`src/rtl/axi_dbg_device_bridge.sv`:
```
// rtl/axi_dbg_device_bridge.sv - AXI4 slave to single-cycle debug device bridge
//
// Accepts one AXI4 read or write burst at a time and converts each beat into
// a one-cycle request on a simple debug device port. Read data from the
// device is valid exactly one cycle after the request.
//
// Ports:
//   clk, rst            - clock and synchronous active-high reset
//   s_axi_aw*/w*/b*     - AXI4 write address, write data and write response
//   s_axi_ar*/r*        - AXI4 read address and read data
//   dbg_device_req      - one-cycle device access strobe
//   dbg_device_we       - 1 = write, 0 = read (only meaningful with req)
//   dbg_device_addr     - word-aligned device address
//   dbg_device_be       - byte enables
//   dbg_device_wdata    - write data
//   dbg_device_rdata    - read data, valid the cycle after req
module axi_dbg_device_bridge #(
    parameter int ADDR_W = 32,
    parameter int DATA_W = 32,
    parameter int ID_W   = 4
) (
    input  logic                clk,
    input  logic                rst,

    input  logic [ID_W-1:0]     s_axi_awid,
    input  logic [ADDR_W-1:0]   s_axi_awaddr,
    input  logic [7:0]          s_axi_awlen,
    input  logic [2:0]          s_axi_awsize,
    input  logic [1:0]          s_axi_awburst,
    input  logic                s_axi_awvalid,
    output logic                s_axi_awready,

    input  logic [DATA_W-1:0]   s_axi_wdata,
    input  logic [DATA_W/8-1:0] s_axi_wstrb,
    input  logic                s_axi_wlast,
    input  logic                s_axi_wvalid,
    output logic                s_axi_wready,

    output logic [ID_W-1:0]     s_axi_bid,
    output logic [1:0]          s_axi_bresp,
    output logic                s_axi_bvalid,
    input  logic                s_axi_bready,

    input  logic [ID_W-1:0]     s_axi_arid,
    input  logic [ADDR_W-1:0]   s_axi_araddr,
    input  logic [7:0]          s_axi_arlen,
    input  logic [2:0]          s_axi_arsize,
    input  logic [1:0]          s_axi_arburst,
    input  logic                s_axi_arvalid,
    output logic                s_axi_arready,

    output logic [ID_W-1:0]     s_axi_rid,
    output logic [DATA_W-1:0]   s_axi_rdata,
    output logic [1:0]          s_axi_rresp,
    output logic                s_axi_rlast,
    output logic                s_axi_rvalid,
    input  logic                s_axi_rready,

    output logic                dbg_device_req,
    output logic                dbg_device_we,
    output logic [ADDR_W-1:0]   dbg_device_addr,
    output logic [DATA_W/8-1:0] dbg_device_be,
    output logic [DATA_W-1:0]   dbg_device_wdata,
    input  logic [DATA_W-1:0]   dbg_device_rdata
);

    typedef enum logic [2:0] {
        IDLE,
        RD_MEM,
        RD_WAIT,
        RD_DATA,
        WR_DATA,
        WR_MEM,
        WR_RESP
    } state_t;

    localparam logic [1:0] RESP_OKAY   = 2'b00;
    localparam logic [1:0] RESP_SLVERR = 2'b10;
    localparam logic [1:0] BURST_INCR  = 2'b01;

    state_t              state_q,     state_d;
    logic                prio_q,      prio_d;     // 0 = read wins a tie, 1 = write
    logic [ID_W-1:0]     id_q,        id_d;
    logic [ADDR_W-1:0]   addr_q,      addr_d;     // address of the current beat
    logic [7:0]          len_q,       len_d;
    logic [7:0]          beat_q,      beat_d;
    logic [1:0]          burst_q,     burst_d;
    logic                err_q,       err_d;      // unsupported size/burst
    logic [DATA_W-1:0]   rdata_q,     rdata_d;
    logic [1:0]          rresp_q,     rresp_d;
    logic [1:0]          bresp_q,     bresp_d;
    logic [ADDR_W-1:0]   dev_addr_q,  dev_addr_d;
    logic [DATA_W/8-1:0] dev_be_q,    dev_be_d;
    logic [DATA_W-1:0]   dev_wdata_q, dev_wdata_d;

    logic                idle;
    logic                ar_hs;
    logic                aw_hs;
    logic                last_beat;
    logic                rd_err;
    logic                wr_err;
    logic [ADDR_W-1:0]   next_addr;

    assign idle      = (state_q == IDLE);
    assign last_beat = (beat_q == len_q);
    assign next_addr = (burst_q == BURST_INCR) ? addr_q + ADDR_W'(4) : addr_q;
    assign rd_err    = (s_axi_arsize != 3'b010) || s_axi_arburst[1];
    assign wr_err    = (s_axi_awsize != 3'b010) || s_axi_awburst[1];

    // With both channels valid only the prioritised one sees ready, so at
    // most one address handshake can happen per cycle.
    assign s_axi_arready = !rst && idle && !(s_axi_awvalid && prio_q);
    assign s_axi_awready = !rst && idle && !(s_axi_arvalid && !prio_q);
    assign ar_hs         = s_axi_arready && s_axi_arvalid;
    assign aw_hs         = s_axi_awready && s_axi_awvalid;

    assign s_axi_wready  = !rst && (state_q == WR_DATA);
    assign s_axi_bvalid  = !rst && (state_q == WR_RESP);
    assign s_axi_bid     = id_q;
    assign s_axi_bresp   = bresp_q;

    assign s_axi_rvalid  = !rst && (state_q == RD_DATA);
    assign s_axi_rid     = id_q;
    assign s_axi_rdata   = rdata_q;
    assign s_axi_rresp   = rresp_q;
    assign s_axi_rlast   = last_beat;

    assign dbg_device_req   = !rst && ((state_q == RD_MEM) ||
                                       ((state_q == WR_MEM) && !err_q));
    assign dbg_device_we    = !rst && (state_q == WR_MEM) && !err_q;
    assign dbg_device_addr  = dev_addr_q;
    assign dbg_device_be    = dev_be_q;
    assign dbg_device_wdata = dev_wdata_q;

    always_comb begin
        state_d     = state_q;
        prio_d      = prio_q;
        id_d        = id_q;
        addr_d      = addr_q;
        len_d       = len_q;
        beat_d      = beat_q;
        burst_d     = burst_q;
        err_d       = err_q;
        rdata_d     = rdata_q;
        rresp_d     = rresp_q;
        bresp_d     = bresp_q;
        dev_addr_d  = dev_addr_q;
        dev_be_d    = dev_be_q;
        dev_wdata_d = dev_wdata_q;

        case (state_q)
            IDLE: begin
                if (ar_hs) begin
                    id_d    = s_axi_arid;
                    addr_d  = {s_axi_araddr[ADDR_W-1:2], 2'b00};
                    len_d   = s_axi_arlen;
                    burst_d = s_axi_arburst;
                    err_d   = rd_err;
                    beat_d  = 8'd0;
                    prio_d  = 1'b1;
                    if (rd_err) begin
                        // Error reads never touch the device.
                        rdata_d = '0;
                        rresp_d = RESP_SLVERR;
                        state_d = RD_DATA;
                    end else begin
                        dev_addr_d = {s_axi_araddr[ADDR_W-1:2], 2'b00};
                        dev_be_d   = '1;
                        state_d    = RD_MEM;
                    end
                end else if (aw_hs) begin
                    id_d    = s_axi_awid;
                    addr_d  = {s_axi_awaddr[ADDR_W-1:2], 2'b00};
                    len_d   = s_axi_awlen;
                    burst_d = s_axi_awburst;
                    err_d   = wr_err;
                    beat_d  = 8'd0;
                    prio_d  = 1'b0;
                    bresp_d = wr_err ? RESP_SLVERR : RESP_OKAY;
                    state_d = WR_DATA;
                end
            end

            RD_MEM: begin
                state_d = RD_WAIT;
            end

            RD_WAIT: begin
                rdata_d = dbg_device_rdata;
                rresp_d = RESP_OKAY;
                state_d = RD_DATA;
            end

            RD_DATA: begin
                if (s_axi_rready) begin
                    if (last_beat) begin
                        state_d = IDLE;
                    end else begin
                        beat_d = beat_q + 8'd1;
                        addr_d = next_addr;
                        // Error bursts stay here; rdata/rresp already hold 0/SLVERR.
                        if (!err_q) begin
                            dev_addr_d = next_addr;
                            dev_be_d   = '1;
                            state_d    = RD_MEM;
                        end
                    end
                end
            end

            WR_DATA: begin
                if (s_axi_wvalid) begin
                    if (!err_q) begin
                        dev_addr_d  = addr_q;
                        dev_be_d    = s_axi_wstrb;
                        dev_wdata_d = s_axi_wdata;
                    end
                    // The beat counter decides the burst length; a wlast that
                    // disagrees only poisons the response.
                    if (s_axi_wlast != last_beat) begin
                        bresp_d = RESP_SLVERR;
                    end
                    state_d = WR_MEM;
                end
            end

            WR_MEM: begin
                if (last_beat) begin
                    state_d = WR_RESP;
                end else begin
                    beat_d  = beat_q + 8'd1;
                    addr_d  = next_addr;
                    state_d = WR_DATA;
                end
            end

            WR_RESP: begin
                if (s_axi_bready) begin
                    state_d = IDLE;
                end
            end

            default: begin
                state_d = IDLE;
            end
        endcase
    end

    always_ff @(posedge clk) begin
        if (rst) begin
            state_q     <= IDLE;
            prio_q      <= 1'b0;
            id_q        <= '0;
            addr_q      <= '0;
            len_q       <= 8'd0;
            beat_q      <= 8'd0;
            burst_q     <= 2'b00;
            err_q       <= 1'b0;
            rdata_q     <= '0;
            rresp_q     <= 2'b00;
            bresp_q     <= 2'b00;
            dev_addr_q  <= '0;
            dev_be_q    <= '0;
            dev_wdata_q <= '0;
        end else begin
            state_q     <= state_d;
            prio_q      <= prio_d;
            id_q        <= id_d;
            addr_q      <= addr_d;
            len_q       <= len_d;
            beat_q      <= beat_d;
            burst_q     <= burst_d;
            err_q       <= err_d;
            rdata_q     <= rdata_d;
            rresp_q     <= rresp_d;
            bresp_q     <= bresp_d;
            dev_addr_q  <= dev_addr_d;
            dev_be_q    <= dev_be_d;
            dev_wdata_q <= dev_wdata_d;
        end
    end

endmodule

```
`config.mk`:
```
export PLATFORM = sky130hd
export DESIGN_NAME = axi_dbg_device_bridge
export DESIGN_NICKNAME = d
export VERILOG_FILES = /design/src/rtl/axi_dbg_device_bridge.sv
export SDC_FILE = /design/constraint.sdc
export NUM_CORES = 1
export LEC_CHECK = 0
export ABC_AREA = 1
export CAP_MARGIN = 30
export CORE_MARGIN = 3
export CORE_UTILIZATION = 25
export DETAILED_ROUTE_END_ITERATION = 7
export DONT_BUFFER_PORTS = 1
export SETUP_SLACK_MARGIN = 0.2
export SLEW_MARGIN = 20
export SYNTH_ARGS = -nofsm -noshare
export SYNTH_HDL_FRONTEND = slang
export SYNTH_SLANG_ARGS = --single-unit
```
`constraint.sdc`:
```
create_clock -name clk -period 1.7 [get_ports clk]
set_clock_uncertainty 0.05 [all_clocks]
set_input_delay 0.255 -clock clk [delete_from_list [all_inputs] [get_ports clk]]
set_output_delay 0.255 -clock clk [all_outputs]
set_load 0.1 [all_outputs]
```
==> impl_metrics.toml <==
[floorplan]
coreArea_sq_mm = 0.0328
fp.dieW_um = 189
io_pins = 294
fp.dieH_um = 189
dieArea_sq_mm = 0.0358
start_util = 0.256
fp-row-count = 66

[place]
dpl_cell_area_sq_mm = 0.0110
io_buffers = 0
gp_congestion = 0.913
hpwlAfterDp_mm = 23.2
dp_cells = 1933

[critical_path]
crit_type = "register to register"
timing.reg2reg.setup_slack_ps = -380
regToRegStartpoint = "state_q[1]$_SDFFE_PP0P_"
startpoint_type = "register"
startpoint = "state_q[1]$_SDFFE_PP0P_"
arrival_ps = 2400
slowest_delay_ps = 360
cp_top_family = "simple AND/OR/NAND/NOR gates"
cp_max_fo = 5
required_ps = 2030
path_cells = "nor2_4 -> buf_6 -> buf_6 -> nand4_1 -> nand3_2 -> nand2_2 -> inv_4 -> nand3_4 -> buf_12 -> buf_16 -> nand2_2 -> nand2_1 -> nor2_1"
cp.buffers_inverters = 5
reg2reg_depth = 13
reg2reg_to = "addr_q[20]$_SDFFE_PP0P_"
setup.worst_path.end_class = "register"
slowest_stage = "dfxtp_4"

[sta]
hold_viol_final = 51
timing.final.crit_share = 1.22
period_minus_slack_ps = 2080
relSlewSlack = 0.330
rsz0062_at_grt = "true"
fmax_mhz = 482
setup_viol = 166
setup_slack_ps = -377
worst_pin_slew_ps = 995
totalNegativeSetupSlack_ps = -34630
whs_ps = -183
slew_violations = 0

[clock_tree]
hold_buffers = 66
cts_buffers = 17
cts_tree = "yes"
clock_latency_ps = 450
clock_sinks = 158
clockBufferDepth = 2
cts_root_buf = "clkbuf_16"
clkTransAtPathRegs_ps = 70
htree_levels = 4

[hold_path]
hold_depth = 1
worstHoldEndpoint = "s_axi_rdata[11]$_SDFFE_PP0P_"
hold_class = "input pin to register"
hp-start = "rst"

[final_layout]
area_delta_synth_final_pct = 88.1
fill_cells = 3070
multi_input_area_sq_mm = 0.00626
ff_latch_area_sq_mm = 0.00321
fin_nets = 1870
drive_gt1_frac = 0.449
final_design_area_no_fill_sq_mm = 0.0158
final_cell_count_no_fill = 2151

[global_routing]
grt_antenna_before_repair = 2
grt_max_degree = 69
gr-usage-all-layers = 0.210
grt_pass1_vias = 10600
grt_pass1_wl_mm = 58.6
grt_remaining_overflow = 0

[synthesis]
synth_area_sq_mm = 0.00839
yosysMostFrequentCell = "nand2_1"
yosysSeqAreaShare = 0.377
ys_seq_elements = 158
async_reset_ff_frac = 0
synth_cells = 1341
yosys.area.top_type = "dfxtp_1"
netlist-cell-type-count = 37
synth_edf_count = 0
yosysWarnings = 0
synth_top_cells_by_count = "nand2_1 (395), nor2_1 (212), dfxtp_1 (158)"
synth.area.top_cells = "dfxtp_1 (38%), nand2_1 (18%), nor2_1 (9.5%)"
yosysTopAreaCellShare = 0.377
syn_area_per_cell_sq_um = 6.26
synth_flop_cell = "dfxtp_1"

[run_status]
status = "complete, but fails checks"
violations = "negative hold slack, negative setup slack"

[job]
cap_violations = 0

[power]
swShare = 0.512
ir_worst_vdd_mv = 1.60
p_comb_frac = 0.730
power_frac_seq = 0.159
power.internal_uw = 17100
leakage_uw = 0.00668
powerDensity_mw_per_mm2 = 2210
clkPwrFrac = 0.112
p_switching_uw = 17900

[route]
drt_iter0_markers = 676
drc = 0
wirelength_mm = 40.1
num_vias = 10600
final_antenna_net_count = 0
firstDrtPassIters = 6
wl_per_cell_um = 18.7
via_per_inst = 4.94
cells in the final DEF (no fill, tap or decap), types with 10 or more instances in the layout:
cell type and n:
buf_6 44, buf_4 206, dfxtp_2 23, dlygate4sd3_1 66, or2_4 10, o21ai_1 22, buf_12 56, o21ai_0 27
nand2_4 51, inv_1 94, nor2_2 27, clkbuf_16 19, nand3_1 64, nand4_1 10, o211ai_1 13, a21oi_1 23
xor2_1 12, dfxtp_1 131, o21ai_2 51, nand3_2 11, nor2_1 162, nand2_2 57, nor2_4 25, buf_16 26
a21oi_2 67, nand2_1 283
layer usage:
layer  global-route usage  up-vias  share of wire
li1                     -     5041              -
met2                0.354      496           0.49
met3               0.0639       78          0.081
met4               0.0859        0          0.034
met5                    0        -              0
met1                0.249     5018           0.40
final cells by class:
| cell class | count | share of cell area |
|---|---|---|
| multi-input cells | 997 | 0.396 |
| repair buffers | 407 | 0.297 |
| flip-flops and latches | 158 | 0.203 |
| well taps | 442 | 0.0350 |
| inverters | 112 | 0.0314 |
| clock buffers | 18 | 0.0278 |
| clock inverters | 14 | 0.00832 |
| repair inverters | 1 | 0.000713 |
| diodes | 2 | 0.000317 |
stage by stage:
step	power (uW)	util	worst slack [ps]
2_1_floorplan	17200	-	-31.3
3_5_place_dp	21600	0.335	-147
5_1_grt	36500	0.482	-460
6_report	34900	0.482	-377
3_3_place_gp	21500	0.335	-121
4_1_cts	32600	0.451	-273
state kept, by name (all words and copies together) (netlist names):
register,cells
beat_q,8
s_axi_bid,4
s_axi_rresp,1
dbg_device_addr,31
dbg_device_be,4
err_q,1
s_axi_rdata,32
dbg_device_wdata,32
state_q,3
len_q,8
prio_q,1
addr_q,30
s_axi_bresp,1
burst_q,2
power by group through the flow:
stage / Sequential [uW] / Combinational, uW / Clock [uW]
after floorplan: 10300 / 6930 / 0
final: 5540 / 25500 / 3900
after CTS: 5510 / 23100 / 3960
after detailed placement: 5540 / 16100 / 0
after global placement: 5520 / 16000 / 0
after global routing: 5660 / 26700 / 4130
worst max path at each step:
stage	to	slack, ps	depth (start not counted)
floorplan	dbg_device_we	-30	4
global placement	addr_q[21]$_SDFFE_PP0P_	-120	8
detailed placement	addr_q[21]$_SDFFE_PP0P_	-150	8
CTS	dbg_device_we	-270	7
global route	addr_q[22]$_SDFFE_PP0P_	-460	13
finish	addr_q[20]$_SDFFE_PP0P_	-380	13
cell families after synthesis:
kind of cell               after synthesis  synth area share
and+or+nand+nor                        731             0.353
AOI/OAI and AO/OA                      239             0.151
buffers and inverters                  188            0.0923
DFF                                    158             0.377
xor gates and xnor gates                22            0.0230
adders and majority gates                2           0.00298
other                                    1          0.000447
timing repair:
item,4_1_cts,5_1_grt
pin swaps,98,54
gates resized for setup,377,204
hold endpoints to repair,103,51
endpoints found under the setup margin,166,166
gates cloned,30,2
buffers inserted,62,24
Note: power is estimated with default switching activity, not from simulation.
